`src/rtl/sram_bus_arbiter.sv`:
```
// sram_bus_arbiter
// ----------------
// Shares one downstream sram-like memory port between the instruction-fetch
// port (inst_sram_*) and the load/store port (data_sram_*).
//
// Ports
//   clk, rstn            : clock, asynchronous active-low reset
//   inst_sram_*          : fetch request in (req/wr/size/wstrb/addr/wdata),
//                          addr_ok/data_ok/rdata back to fetch
//   data_sram_*          : load/store request in, same field meaning
//   mem_*                : downstream request out, mem_addr_ok/mem_data_ok/
//                          mem_rdata back from the memory side
//   dbg_state            : current arbiter state (0=IDLE, 1=LOCK_I, 2=LOCK_D)
//   dbg_count            : number of accepted-but-not-returned transactions
//
// Handshake: an address phase completes in the cycle where req and addr_ok
// are both high; responses come back strictly in address-accept order, one
// per mem_data_ok pulse. The grant is round-robin on ties and is held
// (LOCK_I/LOCK_D) until the downstream accepts the address. An in-order FIFO
// of 1-bit requester IDs (0=inst, 1=data) routes each response back.
module sram_bus_arbiter #(
  parameter int MAX_OUT = 4
) (
  input  logic                       clk,
  input  logic                       rstn,

  input  logic                       inst_sram_req,
  input  logic                       inst_sram_wr,
  input  logic [1:0]                 inst_sram_size,
  input  logic [3:0]                 inst_sram_wstrb,
  input  logic [31:0]                inst_sram_addr,
  input  logic [31:0]                inst_sram_wdata,
  output logic                       inst_sram_addr_ok,
  output logic                       inst_sram_data_ok,
  output logic [31:0]                inst_sram_rdata,

  input  logic                       data_sram_req,
  input  logic                       data_sram_wr,
  input  logic [1:0]                 data_sram_size,
  input  logic [3:0]                 data_sram_wstrb,
  input  logic [31:0]                data_sram_addr,
  input  logic [31:0]                data_sram_wdata,
  output logic                       data_sram_addr_ok,
  output logic                       data_sram_data_ok,
  output logic [31:0]                data_sram_rdata,

  output logic                       mem_req,
  output logic                       mem_wr,
  output logic [1:0]                 mem_size,
  output logic [3:0]                 mem_wstrb,
  output logic [31:0]                mem_addr,
  output logic [31:0]                mem_wdata,
  input  logic                       mem_addr_ok,
  input  logic                       mem_data_ok,
  input  logic [31:0]                mem_rdata,

  output logic [1:0]                 dbg_state,
  output logic [$clog2(MAX_OUT):0]   dbg_count
);

  localparam int PTR_W = $clog2(MAX_OUT);
  localparam int CNT_W = PTR_W + 1;

  typedef enum logic [1:0] {
    ST_IDLE   = 2'd0,
    ST_LOCK_I = 2'd1,
    ST_LOCK_D = 2'd2
  } state_e;

  state_e             state_q, state_d;
  logic               last_gnt_q, last_gnt_d;
  logic [MAX_OUT-1:0] fifo_q, fifo_d;
  logic [PTR_W-1:0]   wr_ptr_q, wr_ptr_d;
  logic [PTR_W-1:0]   rd_ptr_q, rd_ptr_d;
  logic [CNT_W-1:0]   count_q, count_d;

  logic full;
  logic sel;      // 0 = inst, 1 = data
  logic sel_vld;  // a request is being presented downstream this cycle
  logic push;
  logic pop;
  logic head;

  assign full = (count_q == CNT_W'(MAX_OUT));

  // Requester selection. The rstn term keeps every request-side output at 0
  // while reset is asserted, even if the upstream ports keep requesting.
  always_comb begin
    sel     = 1'b0;
    sel_vld = 1'b0;
    case (state_q)
      ST_IDLE: begin
        if (rstn && !full) begin
          if (inst_sram_req && data_sram_req) begin
            sel     = ~last_gnt_q;
            sel_vld = 1'b1;
          end else if (inst_sram_req) begin
            sel     = 1'b0;
            sel_vld = 1'b1;
          end else if (data_sram_req) begin
            sel     = 1'b1;
            sel_vld = 1'b1;
          end
        end
      end
      ST_LOCK_I: begin
        sel     = 1'b0;
        sel_vld = rstn && !full && inst_sram_req;
      end
      ST_LOCK_D: begin
        sel     = 1'b1;
        sel_vld = rstn && !full && data_sram_req;
      end
      default: begin
        sel     = 1'b0;
        sel_vld = 1'b0;
      end
    endcase
  end

  // Downstream request forwarding; fields are zero when nothing is selected.
  always_comb begin
    mem_req   = sel_vld;
    mem_wr    = 1'b0;
    mem_size  = 2'd0;
    mem_wstrb = 4'd0;
    mem_addr  = 32'd0;
    mem_wdata = 32'd0;
    if (sel_vld) begin
      if (sel) begin
        mem_wr    = data_sram_wr;
        mem_size  = data_sram_size;
        mem_wstrb = data_sram_wstrb;
        mem_addr  = data_sram_addr;
        mem_wdata = data_sram_wdata;
      end else begin
        mem_wr    = inst_sram_wr;
        mem_size  = inst_sram_size;
        mem_wstrb = inst_sram_wstrb;
        mem_addr  = inst_sram_addr;
        mem_wdata = inst_sram_wdata;
      end
    end
  end

  assign push = sel_vld & mem_addr_ok;
  assign pop  = mem_data_ok & (count_q != '0);
  assign head = fifo_q[rd_ptr_q];

  assign inst_sram_addr_ok = push & ~sel;
  assign data_sram_addr_ok = push &  sel;

  // A response with nothing outstanding is dropped: pop is already gated.
  assign inst_sram_data_ok = pop & ~head;
  assign data_sram_data_ok = pop &  head;
  assign inst_sram_rdata   = mem_rdata;
  assign data_sram_rdata   = mem_rdata;

  assign dbg_state = state_q;
  assign dbg_count = count_q;

  // Next-state / round-robin pointer.
  always_comb begin
    state_d    = state_q;
    last_gnt_d = last_gnt_q;
    case (state_q)
      ST_IDLE: begin
        if (push) begin
          last_gnt_d = sel;
        end else if (sel_vld) begin
          state_d = sel ? ST_LOCK_D : ST_LOCK_I;
        end
      end
      ST_LOCK_I: begin
        if (push) begin
          state_d    = ST_IDLE;
          last_gnt_d = 1'b0;
        end else if (!inst_sram_req) begin
          // Requester withdrew mid-handshake: release without a push.
          state_d = ST_IDLE;
        end
      end
      ST_LOCK_D: begin
        if (push) begin
          state_d    = ST_IDLE;
          last_gnt_d = 1'b1;
        end else if (!data_sram_req) begin
          state_d = ST_IDLE;
        end
      end
      default: state_d = ST_IDLE;
    endcase
  end

  // In-order ID FIFO; pointers wrap naturally because MAX_OUT is a power of 2.
  always_comb begin
    fifo_d   = fifo_q;
    wr_ptr_d = wr_ptr_q;
    rd_ptr_d = rd_ptr_q;
    count_d  = count_q;
    if (push) begin
      fifo_d[wr_ptr_q] = sel;
      wr_ptr_d         = wr_ptr_q + 1'b1;
    end
    if (pop) begin
      rd_ptr_d = rd_ptr_q + 1'b1;
    end
    case ({push, pop})
      2'b10:   count_d = count_q + 1'b1;
      2'b01:   count_d = count_q - 1'b1;
      default: count_d = count_q;
    endcase
  end

  always_ff @(posedge clk or negedge rstn) begin
    if (!rstn) begin
      state_q    <= ST_IDLE;
      last_gnt_q <= 1'b0;
      fifo_q     <= '0;
      wr_ptr_q   <= '0;
      rd_ptr_q   <= '0;
      count_q    <= '0;
    end else begin
      state_q    <= state_d;
      last_gnt_q <= last_gnt_d;
      fifo_q     <= fifo_d;
      wr_ptr_q   <= wr_ptr_d;
      rd_ptr_q   <= rd_ptr_d;
      count_q    <= count_d;
    end
  end

endmodule
```
`config.mk`:
```
export PLATFORM = sky130hd
export DESIGN_NAME = sram_bus_arbiter
export DESIGN_NICKNAME = d
export VERILOG_FILES = /design/src/rtl/sram_bus_arbiter.sv
export SDC_FILE = /design/constraint.sdc
export NUM_CORES = 1
export LEC_CHECK = 0
export BUFFER_PORTS_ARGS = -buffer_cell sky130_fd_sc_hd__clkbuf_2
export CAP_MARGIN = 10
export CORE_AREA = 2 2 127 129
export CTS_CLUSTER_DIAMETER = 80
export DETAILED_ROUTE_END_ITERATION = 8
export DIE_AREA = 0 0 129 131
export GPL_TIMING_DRIVEN = 0
export SLEW_MARGIN = 40
export SYNTH_ARGS = -nofsm -noshare
export SYNTH_HDL_FRONTEND = slang
export SYNTH_SLANG_ARGS = --single-unit
export TNS_END_PERCENT = 1
```
`constraint.sdc`:
```
create_clock -name clk -period 2.6 [get_ports clk]
set_clock_uncertainty 0.2 [all_clocks]
set_input_delay 0.52 -clock clk [delete_from_list [all_inputs] [get_ports clk]]
set_output_delay 0.52 -clock clk [all_outputs]
set_load 0.1 [all_outputs]
```
==> results of run 1 <==
flip-flops by register name, indices dropped and copies added, names as in the netlist:
signal / count
dbg_state: 2
dbg_count: 3
fifo_q: 4
wr_ptr_q: 2
rd_ptr_q: 2
last_gnt_q: 1
cells in the final DEF, fill, tap and decap left out, types with 2 or more instances in the layout:
cell type	netlist	final
sky130_fd_sc_hd__buf_6	5	4
sky130_fd_sc_hd__a31oi_1	8	8
sky130_fd_sc_hd__xnor2_1	4	4
sky130_fd_sc_hd__nand2_4	1	10
sky130_fd_sc_hd__nand2_1	146	104
sky130_fd_sc_hd__clkbuf_16	0	91
sky130_fd_sc_hd__ha_1	9	6
sky130_fd_sc_hd__xor2_1	2	2
sky130_fd_sc_hd__buf_12	0	5
sky130_fd_sc_hd__nor4_1	3	3
sky130_fd_sc_hd__nand3_1	4	3
sky130_fd_sc_hd__nor2_4	1	3
sky130_fd_sc_hd__inv_1	12	9
sky130_fd_sc_hd__clkbuf_4	0	2
sky130_fd_sc_hd__dfrtp_4	0	5
sky130_fd_sc_hd__nor2_1	6	4
sky130_fd_sc_hd__inv_4	1	2
sky130_fd_sc_hd__buf_8	0	13
sky130_fd_sc_hd__buf_4	64	75
sky130_fd_sc_hd__ha_4	0	3
sky130_fd_sc_hd__clkbuf_2	0	216
sky130_fd_sc_hd__dfrtp_1	14	9
sky130_fd_sc_hd__nor3_1	2	2
sky130_fd_sc_hd__a21oi_4	0	71
sky130_fd_sc_hd__nand2_2	0	32
per-stage QoR:
stage / total power [mW] / utilization [%]
6_report: 8.39 / 48.0
3_5_place_dp: 6.19 / 34.0
5_1_grt: 8.71 / 48.0
2_1_floorplan: 5.32 / -
3_3_place_gp: 6.16 / 34.0
4_1_cts: 8.01 / 45.8
per-layer routing:
| metal | routed length [µm] | up-vias | part of all wire [%] | GRT usage (%) |
|---|---|---|---|---|
| li1 | - | 1856 | - | - |
| met1 | 5910 | 1740 | 40 | 18.6 |
| met2 | 8110 | 149 | 55 | 30.6 |
| met3 | 700 | 10 | 4.7 | 1.55 |
| met4 | 116 | 0 | 0.78 | 1.92 |
| met5 | 0 | - | 0 | 0 |
Yosys cell counts (all sizes together), types with 2 or more instances:
library cell,n
xor2,2
inv,13
nand3,4
nor4,3
o21bai,2
a21oi,72
buf,83
a31oi,9
ha,9
xnor2,4
nor2,7
clkbuf,6
nand2,147
nor3,2
dfrtp,14
cell families after synthesis:
family | share of synthesized area, %
xor gates and xnor gates | 2.15
DFF | 14.4
AOI/OAI and AO/OA | 20.4
buffers and inverters | 27.9
muxes | 1.79
and+or+nand+nor | 27.9
adders and majority gates | 5.44
worst max-delay path, stage by stage, from the launching register on:
cell	delay, ps
sky130_fd_sc_hd__dfrtp_4	500
sky130_fd_sc_hd__or3b_4	440
sky130_fd_sc_hd__a31oi_4	260
sky130_fd_sc_hd__buf_12	210
sky130_fd_sc_hd__buf_8	130
sky130_fd_sc_hd__nand2_1	90
sky130_fd_sc_hd__a21oi_4	170
sky130_fd_sc_hd__clkbuf_16	230
power by group through the flow:
stage	clock (mW)	combinational [mW]	sequential, mW
finish	0.321	7.61	0.451
global route	0.339	7.90	0.470
CTS	0.332	7.23	0.451
detailed placement	0	5.74	0.457
global placement	0	5.71	0.455
floorplan	0	4.65	0.669
worst paths after layout:
| kind | endpoint | slack, ps | cells past startpoint |
|---|---|---|---|
| setup / recovery | mem_wdata[8] | -390 | 7 |
| hold / removal | dbg_count[2]$_DFFE_PN0P_ | 10 | 1 |
| setup reg to reg | dbg_count[2]$_DFFE_PN0P_ | -250 | 14 |
| hold reg to reg | rd_ptr_q[1]$_DFFE_PN0P_ | 280 | 1 |
| max in group asynchronous | dbg_state[0]$_DFFE_PN0P_ | 1850 | 1 |
| min in group clk | rd_ptr_q[1]$_DFFE_PN0P_ | 280 | 1 |
area by class of cell:
class / instances / area [µm²] / area share [%]
timing repair buffer: 316 / 3310 / 44.3
multi-input combinational: 277 / 2460 / 32.9
buffer: 89 / 921 / 12.3
sequential: 14 / 369 / 4.93
tap: 216 / 270 / 3.61
clock buffer: 4 / 88.8 / 1.19
inverter: 13 / 58.8 / 0.786
repair_timing:
action | in CTS | in global routing
pin swaps | 6 | 21
hold buffers | 0 | 0
buffers inserted | 12 | 2
gates resized for setup | 259 | 51
cloned | 3 | 7
setup endpoints to repair | 77 | 77
==> results.txt, run 1 <==
- The flow ran to the end, but the final reports show violations.
* Violated checks: setup timing
- Once placement finished, the instance area stood at 5300 µm².
- Setup violations remaining at the end of the flow were counted as 76.
* Cell internal power dissipation: 3.43 mW
* P_sw: 4.96 mW
- The final route contains 3755 vias.
- After layout, the minimum clock period comes to 2990 ps.
- Die area: 16900 µm²
- CTS Buffer Depth: 2
- Clock transition time at the flip-flop clock pins of the worst setup and hold paths: 50 ps
- In this run the standard cell core region covers 15600 µm².
- Path class of the lowest-slack min-delay path: input port to async pin
- Post-Syn Area: 2440 µm²
- Required time of the critical path: 1880 ps
* Via count of the first global-routing pass: 3677
- Upper clock frequency limit: 334 MHz
- Sequential cell area fraction in the yosys report: 14.4%
- Starting density of the core: 15.6%
* Final Cycle Share: 115%
* Share of Yosys cell area claimed by the top area cell type: 22.5%
- Clock power frac: 3.8%
- Yosys warnings: 0
* Starting DRC count in detailed routing: 112
- Top_reg_cell synth: sky130_fd_sc_hd__dfrtp_1
- Critical path startpoint: dbg_count[0]$_DFFE_PN0P_
- TritonCTS built the clock tree.
- For this run, asynchronously set or reset flops after synthesis account for 100%.
* Antenna cells: 0
- WL final: 14800 µm
- Endpoint arrival time on the critical path: 2270 ps
- Ports: 325
- Critical path capture point type: output port
- Along the worst path, the maximum fanout reaches 9.
* Number of violations of the max-capacitance limit: 0
- The floorplan step set the die height to 131 µm.
- Dominant cells by area after synthesis: sky130_fd_sc_hd__nand2_1, sky130_fd_sc_hd__buf_4, sky130_fd_sc_hd__a21oi_1, sky130_fd_sc_hd__dfrtp_1, sky130_fd_sc_hd__ha_1
- Maximum number of pins on one net before global-route repair: 18
- The later pin in the worst-skew pair is clocked with a latency of 240 ps.
- Setup repair after global routing could not meet its margin everywhere.
- Average size of a mapped cell: 6.21 µm²
* Netlist cell types: 37
- Counting every sink on the clock net gives 14.
- Site row count: 46
- Tightest Pin Transition: 551 ps
- Total negative slack: -25730 ps
- The number of antenna violations at the first check in global routing came to 0.
- Per-cell routed wire length: 16.0 µm
- The count of cells in the finished layout, fillers not included, comes to 929.
- Routability-driven placement finished with a final weighted congestion of 0.847.
- Global routing used 15.5% of the available tracks.
- Layout Area Growth over Synthesis: 207%
- The synthesized design spends more area on one cell type than any other, namely sky130_fd_sc_hd__nand2_1.
- Combinational logic is responsible for 90.8% of the overall power.
- Once layout is done, the placed cells without fillers occupy 7480 µm².
* Sw Ratio: 59.1%
- Launch point of the worst reg-to-reg path: dbg_state[1]$_DFFE_PN0P_
* DRC violation count after routing: 0
- Post-synthesis sequential element count: 14
- The count of nets left with antenna violations once routing finished came out at 0.
- On the final layout, the worst hold slack is 10.1 ps.
- Count of fill cells added during filler insertion: 1434
- The die is 129 µm wide.
- Post-Synthesis Cells: 393
* Startpoint types: register
* Leak Pwr: 3.43 nW
* # nets final: 904
- In the routed layout, each cell is associated on average with a via count of 4.04.
- Registers are responsible for 5.4% of the overall power.
* Placed wire-length estimate after detailed placement: 11000 µm
- Share of layout cells above drive strength 1: 76.9%
* Cell chosen for the clock root: sky130_fd_sc_hd__clkbuf_16
* Sum of overflow across all layers after global routing: 0
- Post-Syn Nets: 583
* Headroom to the max-slew limit: 63.4%
* First-pass GRT wire length: 20500 µm
- Number of clock buffers inserted by TritonCTS: 3
* Setup slack after placement: -768 ps
- # port buffers: 292
* Final number of max-transition violations: 0
* Deepest level of the CTS H-tree: 1
* Path type of the worst setup path: register to output port
- Yosys mapped a number of flops with a built-in enable equal to 0.
* Slack of the critical path: -392 ps
- For this run, the detailed router's first-pass iteration total came to 4.
- IR Drop Worst-Case VDD: 0.00113 V
- Final number of hold-violating endpoints: 0
- Placed Cells: 901
* Pwr Density: 1120 nW/µm²
Note: power is estimated with default switching activity, not from simulation.
==> run 2: changes to the inputs <==
--- a/config.mk
+++ b/config.mk
@@ -12,6 +12,7 @@
 export DETAILED_ROUTE_END_ITERATION = 8
 export DIE_AREA = 0 0 129 131
 export GPL_TIMING_DRIVEN = 0
+export SETUP_SLACK_MARGIN = 0.1
 export SLEW_MARGIN = 40
 export SYNTH_ARGS = -nofsm -noshare
 export SYNTH_HDL_FRONTEND = slang
==> results.txt, run 2 (synthesis results as in run 1) <==
- Result of the run: complete, but fails checks (unchanged).
- Violated checks: setup timing (unchanged).
- Layout Area Growth over Synthesis: 219% (was 207%)
- Initial antenna violation count: 0 (unchanged)
* Path type of the worst setup path: register to output port (unchanged)
- Path class of the lowest-slack min-delay path: input port to async pin (unchanged)
- The final-report hold violation count was 0 (unchanged).
- The average vias per placed instance is 4.10 (was 4.04).
* Cell chosen for the clock root: sky130_fd_sc_hd__clkbuf_16 (unchanged)
- The DRC violation total after the first TritonRoute iteration came to 101 (was 112).
* Unrepaired setup endpoints after global routing: yes (unchanged)
- Placed Cells: 901 (unchanged)
* Non-filler cells in the finished layout: 942 (was 929)
- Deepest level of the CTS H-tree: 1 (unchanged)
- Number of violations of the max-capacitance limit: 0 (unchanged)
- The maximum fanout along the worst path was 5 (was 9).
- The via count of the first global-routing pass came to 3691 (was 3677).
* Part of the total power dissipated in combinational logic: 91.2% (was 90.8%)
* Routability cong.: 0.847 (unchanged)
- The clock-pin slew of the registers on the worst-case setup and hold paths is 50 ps (about the same).
* CTS tree: done (unchanged)
* Site row count: 46 (unchanged)
* Required time of the critical path: 1880 ps (about the same)
* Number of clock buffers inserted by TritonCTS: 3 (unchanged)
- The final antenna diode count was 0 (unchanged).
- Number of flip-flops under the largest register name: 4 (unchanged)
- The cell leakage power came to 3.56 nW (was 3.43 nW).
- Tightest Pin Transition: 553 ps (was 551 ps)
- The switching power total came to 5.09 mW (was 4.96 mW).
* DRC violation count after routing: 0 (unchanged)
- Ports: 325 (unchanged)
- The internal power of the cells was 3.67 mW (was 3.43 mW).
- The clock network latency to the later pin of the worst-skew pair was 240 ps (about the same).
- The final design area excluding fillers is 7780 µm² (was 7480 µm²).
- Slack of the critical path: -416 ps (was -392 ps)
* Overall fraction of global-route tracks in use: 15.5% (unchanged)
- The routed via count came to 3864 (was 3755).
- Maximum number of pins on one net before global-route repair: 18 (unchanged)
* # nets final: 917 (was 904)
- The clock power share was 3.7% (was 3.8%).
- Sinks on Clock Net: 14 (unchanged)
- Core Footprint: 15600 µm² (unchanged)
- The count of input and output buffers came to 292 (unchanged).
* IR Drop Worst-Case VDD: 0.00113 V (about the same)
* Endpoint arrival time on the critical path: 2300 ps (was 2270 ps)
* Total power draw: 8.76 mW (was 8.39 mW)
- Final number of max-transition violations: 0 (unchanged)
* Sw Ratio: 58.1% (was 59.1%)
- The sequential group share of total power came to 5.1% (was 5.4%).
- The wire length of the first global-routing pass was 20600 µm (was 20500 µm).
- The endpoint class of the critical path is an output port (unchanged).
- The floorplan die area came to 16900 µm² (unchanged).
* Router iterations before antenna repair: 4 (unchanged)
* Per-cell routed wire length: 16.5 µm (was 16.0 µm)
- Final Cycle Share: 116% (was 115%)
* DIE HEIGHT: 131 µm (unchanged)
- Overall die width: 129 µm (unchanged)
- The clock period minus final worst setup slack came to 3020 ps (was 2990 ps).
- The number of nets still failing antenna checks after routing is 0 (unchanged).
* Count of fill cells added during filler insertion: 1384 (was 1434)
- Setup Viol. Count Final: 76 (unchanged)
* Sum of overflow across all layers after global routing: 0 (unchanged)
- Largest register by flop count: fifo_q (unchanged)
- Pwr Density: 1130 nW/µm² (was 1120 nW/µm²)
* Share of layout cells above drive strength 1: 81.3% (was 76.9%)
* Highest-count cells in the layout ignoring fill and taps: sky130_fd_sc_hd__clkbuf_2, sky130_fd_sc_hd__clkbuf_16, sky130_fd_sc_hd__buf_4, sky130_fd_sc_hd__nand2_1, sky130_fd_sc_hd__a21oi_4 (was sky130_fd_sc_hd__clkbuf_2, sky130_fd_sc_hd__nand2_1, sky130_fd_sc_hd__clkbuf_16, sky130_fd_sc_hd__buf_4, sky130_fd_sc_hd__a21oi_4)
- Placed wire-length estimate after detailed placement: 11000 µm (unchanged)
- Starting density of the core: 15.6% (unchanged)
- The sort of element at the start of the critical path was a register (unchanged).
- Count of hold buffers inserted by post-cts repair: 0 (unchanged)
* Upper clock frequency limit: 332 MHz (was 334 MHz)
- CTS Buffer Depth: 2 (unchanged)
* Cell area after placement: 5300 µm² (unchanged)
- Most common cell after layout, fill and taps aside: sky130_fd_sc_hd__clkbuf_2 (unchanged)
- Headroom to the max-slew limit: 63.3% (was 63.4%)
- The detailed-route wire length came to 15600 µm (was 14800 µm).
[run 2: timing repair]
item                                    4_1_cts  5_1_grt
buffers inserted                             12        9
pin swaps                                     6       56
endpoints found under the setup margin       77       78
cloned                                        3       13
gates resized for setup                     260       85
[run 2: worst max-delay path, stage by stage (launching register included)]
cell	delay [ps]
sky130_fd_sc_hd__dfrtp_4	470
sky130_fd_sc_hd__or3b_4	430
sky130_fd_sc_hd__a31oi_4	230
sky130_fd_sc_hd__buf_12	150
sky130_fd_sc_hd__clkbuf_16	160
sky130_fd_sc_hd__clkbuf_16	150
sky130_fd_sc_hd__nand2_2	80
sky130_fd_sc_hd__a21oi_4	160
sky130_fd_sc_hd__clkbuf_16	210
[run 2: per-layer routing]
metal / track usage [%] / vias up / wire [µm]
met3: 1.63 / 8 / 692
met1: 18.6 / 1814 / 6010
li1: - / 1887 / -
met2: 30.6 / 155 / 8700
met5: 0 / - / 0
met4: 1.92 / 0 / 164
[run 2: final timing paths]
| kind | from | endpoint | slack [ps] | cells after the start |
|---|---|---|---|---|
| worst max-delay path | dbg_count[0]$_DFFE_PN0P_ | mem_wdata[5] | -420 | 8 |
| worst min-delay path | rstn | dbg_count[2]$_DFFE_PN0P_ | 9 | 1 |
| worst max register to register | dbg_state[1]$_DFFE_PN0P_ | dbg_count[2]$_DFFE_PN0P_ | -230 | 14 |
| worst min register to register | rd_ptr_q[1]$_DFFE_PN0P_ | rd_ptr_q[1]$_DFFE_PN0P_ | 290 | 1 |
| max in group asynchronous | rstn | dbg_state[0]$_DFFE_PN0P_ | 1850 | 1 |
| min in group clk | rd_ptr_q[1]$_DFFE_PN0P_ | rd_ptr_q[1]$_DFFE_PN0P_ | 290 | 1 |
[run 2: area by class of cell]
type                            count  area [µm²]  area share, %
Sequential cell                    14         369           4.74
Timing Repair Buffer              329        3530           45.4
Multi-Input combinational cell    277        2550           32.8
Buffer                             89         913           11.7
Clock buffer                        4        88.8           1.14
Inverter                           13        58.8          0.755
Tap cell                          216         270           3.47
[run 2: through the flow]
stage | worst slack, ps | hold slack, ps | utilization, % | setup TNS (ps)
after global routing | -448 | 36.3 | 49.9 | -30990
after global placement | -759 | 278 | 34.0 | -47490
after CTS | -372 | 31.9 | 45.9 | -25470
after detailed placement | -768 | 284 | 34.0 | -48830
final | -416 | 8.66 | 49.9 | -26410
after floorplan | -366 | 24.4 | - | -28010
[run 2: power groups by stage]
stage	registers (mW)	clock network, mW	logic (mW)
2_1_floorplan	0.669	0	4.65
3_3_place_gp	0.455	0	5.71
3_5_place_dp	0.457	0	5.74
4_1_cts	0.456	0.332	7.23
5_1_grt	0.464	0.340	8.27
6_report	0.446	0.322	7.99
